===== config.mk =====
export PLATFORM = sky130hd
export DESIGN_NAME = cordic_vectoring
export DESIGN_NICKNAME = d
export VERILOG_FILES = /design/src/rtl/cordic_vectoring.sv
export SDC_FILE = /design/constraint.sdc
export NUM_CORES = 2
export LEC_CHECK = 0
export CELL_PAD_IN_SITES_DETAIL_PLACEMENT = 0
export CELL_PAD_IN_SITES_GLOBAL_PLACEMENT = 1
export CORE_ASPECT_RATIO = 1.2
export CORE_MARGIN = 2
export CORE_UTILIZATION = 45
export CTS_CLUSTER_SIZE = 8
export DETAILED_ROUTE_END_ITERATION = 16
export GPL_TIMING_DRIVEN = 0
export PLACE_DENSITY_LB_ADDON = 0.15
export SLEW_MARGIN = 0
export SYNTH_ARGS = -nofsm -noshare
export SYNTH_HDL_FRONTEND = slang
export SYNTH_SLANG_ARGS = --single-unit

===== constraint.sdc =====
create_clock -name clk -period 8 [get_ports clk]
set_input_delay 1.6 -clock clk [delete_from_list [all_inputs] [get_ports clk]]
set_output_delay 1.6 -clock clk [all_outputs]
set_load 0.005 [all_outputs]

===== src/rtl/cordic_vectoring.sv =====
// Iterative vectoring-mode CORDIC: (x,y) in Q3.28 -> magnitude and atan2(y,x).
// One micro-rotation per cycle, followed by a single gain-compensation multiply.
module cordic_vectoring #(
   parameter int WIDTH = 32,
   parameter int ITER  = 28,
   parameter int GUARD = 2
) (
   input  logic             clk,
   input  logic             rst_n,
   input  logic             in_valid,
   output logic             in_ready,
   input  logic [WIDTH-1:0] x_in,
   input  logic [WIDTH-1:0] y_in,
   output logic             out_valid,
   input  logic             out_ready,
   output logic [WIDTH-1:0] mag_out,
   output logic [WIDTH-1:0] angle_out
);
   localparam int DW = WIDTH + GUARD;
   localparam int IW = $clog2(ITER + 1);
   localparam logic signed [WIDTH-1:0] PI     = WIDTH'(843314857);
   localparam logic signed [63:0]      KGAIN  = 64'sd163007430;
   localparam logic signed [63:0]      MAGMAX = (64'sd1 <<< (WIDTH - 1)) - 64'sd1;

   typedef enum logic [1:0] {S_IDLE, S_ITER, S_SCALE, S_DONE} state_t;

   state_t                  state;
   logic signed [DW-1:0]    x, y;
   logic signed [WIDTH-1:0] z;
   logic [IW-1:0]           i;
   logic                    zero_vec;

   logic signed [DW-1:0]    xe, ye, x_nx, y_nx;
   logic signed [WIDTH-1:0] z_nx;
   logic signed [63:0]      prod, msc;
   logic [WIDTH-1:0]        mag_sat;

   // round(atan(2^-k) * 2^28)
   function automatic logic signed [WIDTH-1:0] atan_tab(input int k);
      logic signed [31:0] v;
      case (k)
         0:  v = 32'sd210828714;
         1:  v = 32'sd124459457;
         2:  v = 32'sd65760959;
         3:  v = 32'sd33381290;
         4:  v = 32'sd16755422;
         5:  v = 32'sd8385879;
         6:  v = 32'sd4193963;
         7:  v = 32'sd2097109;
         8:  v = 32'sd1048571;
         9:  v = 32'sd524287;
         10: v = 32'sd262144;
         11: v = 32'sd131072;
         12: v = 32'sd65536;
         13: v = 32'sd32768;
         14: v = 32'sd16384;
         15: v = 32'sd8192;
         16: v = 32'sd4096;
         17: v = 32'sd2048;
         18: v = 32'sd1024;
         19: v = 32'sd512;
         20: v = 32'sd256;
         21: v = 32'sd128;
         22: v = 32'sd64;
         23: v = 32'sd32;
         24: v = 32'sd16;
         25: v = 32'sd8;
         26: v = 32'sd4;
         27: v = 32'sd2;
         default: v = 32'sd0;
      endcase
      return WIDTH'(v);
   endfunction

   // input sign extension, one micro-rotation, and gain-compensated magnitude
   always_comb begin
      xe = {{GUARD{x_in[WIDTH-1]}}, x_in};
      ye = {{GUARD{y_in[WIDTH-1]}}, y_in};
      if (!y[DW-1]) begin
         x_nx = x + (y >>> i);
         y_nx = y - (x >>> i);
         z_nx = z + atan_tab(int'(i));
      end else begin
         x_nx = x - (y >>> i);
         y_nx = y + (x >>> i);
         z_nx = z - atan_tab(int'(i));
      end
      prod = 64'(x) * KGAIN;
      msc  = prod >>> 28;
      if (msc < 64'sd0)      mag_sat = '0;
      else if (msc > MAGMAX) mag_sat = MAGMAX[WIDTH-1:0];
      else                   mag_sat = msc[WIDTH-1:0];
   end

   // control FSM plus datapath registers and registered handshake outputs
   always_ff @(posedge clk) begin
      if (!rst_n) begin
         state     <= S_IDLE;
         in_ready  <= 1'b0;
         out_valid <= 1'b0;
         mag_out   <= '0;
         angle_out <= '0;
         x         <= '0;
         y         <= '0;
         z         <= '0;
         i         <= '0;
         zero_vec  <= 1'b0;
      end else begin
         case (state)
            S_IDLE: begin
               if (in_valid && in_ready) begin
                  // fold left half-plane into the right so the iterations converge
                  if (x_in[WIDTH-1]) begin
                     x <= -xe;
                     y <= -ye;
                     z <= y_in[WIDTH-1] ? -PI : PI;
                  end else begin
                     x <= xe;
                     y <= ye;
                     z <= '0;
                  end
                  zero_vec <= (x_in == '0) && (y_in == '0);
                  i        <= '0;
                  in_ready <= 1'b0;
                  state    <= S_ITER;
               end else begin
                  in_ready <= 1'b1;
               end
            end
            S_ITER: begin
               x <= x_nx;
               y <= y_nx;
               z <= z_nx;
               i <= i + 1'b1;
               if (i == IW'(ITER - 1)) state <= S_SCALE;
            end
            S_SCALE: begin
               mag_out   <= mag_sat;
               // a zero vector would otherwise report the summed table as its angle
               angle_out <= zero_vec ? '0 : z;
               out_valid <= 1'b1;
               state     <= S_DONE;
            end
            S_DONE: begin
               if (out_ready) begin
                  out_valid <= 1'b0;
                  in_ready  <= 1'b1;
                  state     <= S_IDLE;
               end
            end
            default: state <= S_IDLE;
         endcase
      end
   end
endmodule


== Word-level counts from Yosys, hierarchy flattened ==
Memory sizes are Yosys's and may differ from the RTL's. A register that Yosys moved wholly into a read port is not among the register bits.
Cells that the tools add are included.
Widths: inputs -> output; s select.

* Bits in registers: 174
* Memory bits (read-only): 1792
* Bits of input ports: 68
* Output and inout bits: 66
* Word-level logic and storage cells: 79
* Memories kept: 2

{| class="wikitable"
|+ Memory list
! memory !! words !! bits a word !! rd ports !! clocked after memory_dff !! wr ports !! RTL line !! RTL
|-
| (no name shown) || 32 || 28 || 1 || 1 || 0 || 41 || <nowiki>case (k)</nowiki>
|-
| (no name shown) || 32 || 28 || 1 || 1 || 0 || 41 ||
|}

* Add/subtract/negate cells: 9
* Multiply operators: 1
* $lt $le $gt $ge: 2
* Eq/ne operators: 7
* Shift operators: 2
* Multiplexer cells: 33
* Reductions and logical operators: 13

{| class="wikitable"
|+ Operator list
! cell !! number
|-
| $mux 32 || 9
|-
| $mux 34 || 6
|-
| $pmux 34 s2 || 2
|-
| $add 34x34->34 || 2
|-
| $neg 32->34 || 2
|-
| $sshr 34x5->34 || 2
|-
| $sub 34x34->34 || 2
|-
| $logic_not 32->1 || 2
|-
| $pmux 32 s2 || 1
|-
| $mul 34x28->62 const B || 1
|-
| $gt 35x32->1 const B || 1
|-
| $lt 35x1->1 const B || 1
|-
| $add 32x32->32 || 1
|-
| $sub 32x32->32 || 1
|-
| $mux 5 || 5
|-
| $pmux 5 s2 || 1
|-
| $pmux 2 s4 || 1
|-
| $reduce_and 2->1 || 4
|-
| $mux 2 || 3
|-
| $ne 2x2->1 const B || 3
|-
| $reduce_bool 2->1 || 3
|-
| $add 5x1->5 const B || 1
|-
| $eq 5x5->1 const B || 1
|-
| $eq 2x2->1 const B || 2
|-
| other kinds (6) || 10
|}

== Longest topological paths before layout ==
* Depth in word-level cells: 5
* Gate-level depth with buffers: 28
* Gate-level depth less buffers: 25

== Least setup slack after synthesis ==
OpenSTA, ideal clock, no wires.

* Path type: register to register
* Start: reg x[33]
* End: reg mag_out[15]
* Setup time: 142 ps
* Arrival time: 7218 ps
* Required time: 7858 ps
* Path slack: 640 ps
* Stages on the path, launching flop included: 24
* Path buffers: 2
* Period minus slack after synthesis: 7360 ps
* Cells stage by stage: dfxtp_1 > ha_1 > inv_1 > fa_1 > fa_1 > inv_1 > fa_1 > inv_1 > fa_1 > fa_1 > inv_1 > fa_1 > inv_1 > ha_1 > clkbuf_1 > nand4_1 > nor3_1 > a21oi_1 > o41ai_1 > a31oi_1 > mux2_2 > a211oi_1 > clkbuf_1 > a311oi_1

* Longest elaborated chain between the ends: 4
* Elaborated cells between the ends (all ways): 5
* Classes of those cells: mul: 1; order compare: 2; mux: 2

{| class="wikitable"
|+ RTL lines
! what !! RTL line !! RTL
|-
| start, declared || 28 || <nowiki>logic signed [DW-1:0] x, y;</nowiki>
|-
| start signal, assigned || 114 || <nowiki>x <= -xe;</nowiki>
|-
| start signal, assigned || 131 || <nowiki>x <= x_nx;</nowiki>
|-
| $mul 34x28->62 (*) || 88 || <nowiki>prod = 64'(x) * KGAIN;</nowiki>
|-
| $gt 35x32->1 || 91 || <nowiki>else if (msc > MAGMAX) mag_sat = MAGMAX[WIDTH-1:0];</nowiki>
|-
| $mux 32 || 91 ||
|-
| $mux 32 (*) || 90 || <nowiki>if (msc < 64'sd0) mag_sat = '0;</nowiki>
|-
| end signal, assigned || 138 || <nowiki>mag_out <= mag_sat;</nowiki>
|-
| end, declared || 16 || <nowiki>output logic [WIDTH-1:0] mag_out,</nowiki>
|}

Every way passes the cells marked *; elsewhere a longest branch is shown, timed or not.
A chain may end at the register's enable or synchronous reset.

== Worst setup path in the final report ==
* Start: reg x[8]
* End: reg mag_out[12]

The elaborated chain is that of the path after synthesis.

==> results summary <==
The max-slew violation count is 0. The floorplan die area came out at 91000 sq um. TritonCTS built the clock tree. The area of all sequential standard cells is 4170 sq um. In the routed layout, each cell is associated on average with a via count of 6.08. For the worst flop-to-flop path, the logic depth is 26.

In the final routed layout, each cell accounts on average for 27.6 microns. The quantity of I/O buffers inserted on ports came out at 132. For this run, the leading register cell type out of synthesis is dfxtp_1. The flow ran to the end, and the final reports show no timing, DRC or antenna violations.

The worst-case clock buffer depth came out at 3. The number of CTS-inserted buffers is 29. After synthesis, the most frequently instantiated cells are inv_1 (816), fa_1 (470), ha_1 (426), nor2_1 (310), nand2_1 (289). The number of enable-type register cells in the synthesized netlist is 0. In this run the critical register-to-register path is launched from x[8]. The initial antenna violation count was 10. The net count after synthesis came out at 5569. The signed area change from the synthesized netlist to the final layout came out at 10.6%. The required time of the critical path came out at 8.49 ns. The part of the cycle the worst path needs is 97.9%. The final worst clock skew came out at 0.0189 ns. The path class of the tightest hold or removal check is reg2reg. The number of sinks handled by clock tree synthesis came out at 202. The buffer type at the clock tree root is clkbuf_16.

The overall fraction of global-route tracks in use came out at 36.0%. Clock-pin slew was measured on the worst setup and hold paths at 0.05 ns. The design area came out at 44100 sq um.

Data arrives at the worst endpoint at 8.33 ns. The fraction of final layout cells with drive strength greater than 1 came out at 7.48%. The post-detailed-placement cell area is 42600 sq um. In this run the remaining antenna-violating nets after routing total 0. The multi-input combinational cells in the finished layout cover a total of 32000 sq um. The via count of the first global-routing pass is 35900. The final layout net count came out at 5761. The largest area contributor in the synthesized netlist is fa_1. The synthesized area per cell came out at 8.65 sq um. Summing the sequential cell areas from Yosys gives 10.1% of the chip area. Before antenna repair, the detailed router went through 6 iterations. The worst-margin pin slew came out at 1.28 ns. The terminating pin of the worst hold path is angle_out[29]. The summed instance area of the synthesized netlist came out at 39900 sq um.

Among all cell types in the netlist, the one instantiated most often is inv_1. The global placement routability congestion is 1.01. Summing over every cut layer, the via total after detailed routing is 36200.

CTS built an H-tree with a depth of 1. In this run the critical register-to-register path is captured at mag_out[12]. The number of warnings reported in the yosys synthesis log came out at 0.

Along the worst path, the maximum fanout reaches 10. Fill cells in the final layout number 8701. After floorplanning, the core was divided into 119 placement rows. The final count of hold timing violations came out at 0. The floorplan step set the die width to 276 microns. The tightest slew margin relative to the limit came out at 14.4%. The highest clock frequency the design can meet is 0.128 GHz. By area the synthesized netlist is led by fa_1 (24%), ha_1 (13%), dfxtp_1 (10%), inv_1 (7.7%), mux4_2 (5.0%). The starting density of the core is 45.4%. STA classifies the critical path startpoint as a flip-flop. The post-detailed-routing wire length came out at 164 mm.

The I/O pin total is 134. The total of flip-flops plus latches after synthesis came out at 202. The first global-routing pass estimated 239 mm of wire. The iteration-0 DRC count of the detailed router came out at 3680. The share of flip-flops with an asynchronous set or reset after synthesis is 0%. The critical path starts at x[8]. The height of the die came out at 330 microns. The number of DRC violations after detailed routing came out at 0.

The maximum number of pins on one net before global-route repair came out at 39. Subtracting the final worst setup slack from the clock period gives 7.83 ns. Setup violations remaining at the end of the flow were counted as 0.

The synthesized netlist cell count came out at 4605. The worst setup path is captured at a flip-flop. The register-to-register setup slack is 0.17 ns. The type of the setup path with the least slack is reg2reg.

Setup repair after global routing left no endpoint under its margin. The worst hold path cell count is 2. The sum of overflow across all layers after global routing is 0. Summed over its instances, the top area cell type makes up 23.6% of the synthesized netlist area. Across the run, the number of max-cap violations was 0.

The count of unique library cells instantiated by Yosys came out at 90. The latest clock arrival within the worst-skew pair is 0.61 ns. The HPWL after detailed placement came out at 132 mm. The startpoint identified for the worst hold timing path is angle_out[29].

The core region area is 87700 sq um.
[stage by stage]
step | setup TNS [ns] | setup slack, ns | util [%] | hold slack (ns) | instances
5_1_grt | 0 | 0.00534 | 50.2 | 0.478 | 5950
6_report | 0 | 0.168 | 50.2 | 0.462 | 5954
3_5_place_dp | -56.51 | -1.96 | 48.6 | 0.454 | 5887
4_1_cts | 0 | 0.000903 | 49.9 | 0.462 | 5933
2_1_floorplan | 0 | 0.640 | - | 0.441 | 4605
3_3_place_gp | -77.16 | -2.58 | 48.6 | 0.450 | 5886
[per-layer routing]
layer / global-route usage (%) / up-vias / routed length (microns)
met2: 56.6 / 1667 / 73600
met3: 6.23 / 438 / 13300
met1: 48.6 / 17900 / 68400
met5: 0 / - / 60
met4: 15.6 / 8 / 8750
li1: - / 16100 / -
[worst max path at each step]
stage             endpoint  depth (start not counted)  slack [ns]
6_report       mag_out[12]                         26        0.17
3_3_place_gp   mag_out[30]                         23       -2.58
2_1_floorplan  mag_out[15]                         23        0.64
5_1_grt        mag_out[19]                         26       0.005
3_5_place_dp   mag_out[29]                         23       -1.96
4_1_cts        mag_out[29]                         23      0.0009
[cells by family (layout without fill, tap and decap cells)]
| logic type | after synthesis | count (layout) | synth area share, % |
|---|---|---|---|
| AND/OR/NAND/NOR | 974 | 974 | 11.6 |
| flip-flops | 202 | 202 | 10.1 |
| XOR/XNOR | 269 | 269 | 5.91 |
| other | 0 | 6 | 0 |
| multiplexers | 183 | 183 | 7.73 |
| AO/OA/AOI/OAI | 1061 | 1061 | 17.6 |
| buffers and inverters | 1020 | 1214 | 10.1 |
| adder cells (fa/ha/maj) | 896 | 896 | 37.0 |
[worst max-delay path: stages, from the launching register on]
cell	delay, ns
dfxtp_4	0.42
buf_4	0.19
ha_1	0.28
inv_1	0.05
fa_1	0.53
inv_1	0.05
fa_1	0.51
inv_1	0.06
fa_1	0.49
inv_1	0.07
fa_1	0.53
fa_1	0.56
inv_1	0.06
fa_1	0.56
inv_1	0.05
ha_1	0.34
nand4_1	0.22
or4_1	0.64
nor2_1	0.15
o2bb2ai_2	0.19
o21ai_1	0.19
o21bai_2	0.37
a31o_2	0.32
xor2_4	0.22
o21ai_4	0.12
clkbuf_2	0.25
a311oi_1	0.27
[cells in the final DEF, fill, tap and decap left out, drive strengths merged, types with 41 or more instances in the layout]
cell           count
xor2              98
o21ai            206
xnor2            171
buf              104
mux2i             60
clkdlybuf4s50    132
nand3             55
nand4             41
nand2            289
a31oi             49
nor2             310
inv              817
clkbuf           158
a211oi            64
ha               426
a21o              90
mux4              95
a21oi            273
dfxtp            202
fa               470
nor3              57
o211ai            44
[final cells by class]
class	instances	area share (%)
clock buffer	31	1.69
sequential	202	9.46
multi-input combinational	3383	72.7
tap	1149	3.26
inverter	818	6.97
clock inverter	2	0.0568
buffer	197	2.21
antenna	6	0.0341
timing repair buffer	166	3.63
[timing repair]
action	in CTS	in global routing
hold endpoints to repair	0	0
buffers inserted	15	17
pin swaps	1	3
hold buffers	0	0
setup endpoints to repair	34	47
gates resized for setup	102	46
Power is left out: the tool's default activity adds up to more than one toggle a clock period on the data nets, which glitch-free logic cannot reach.
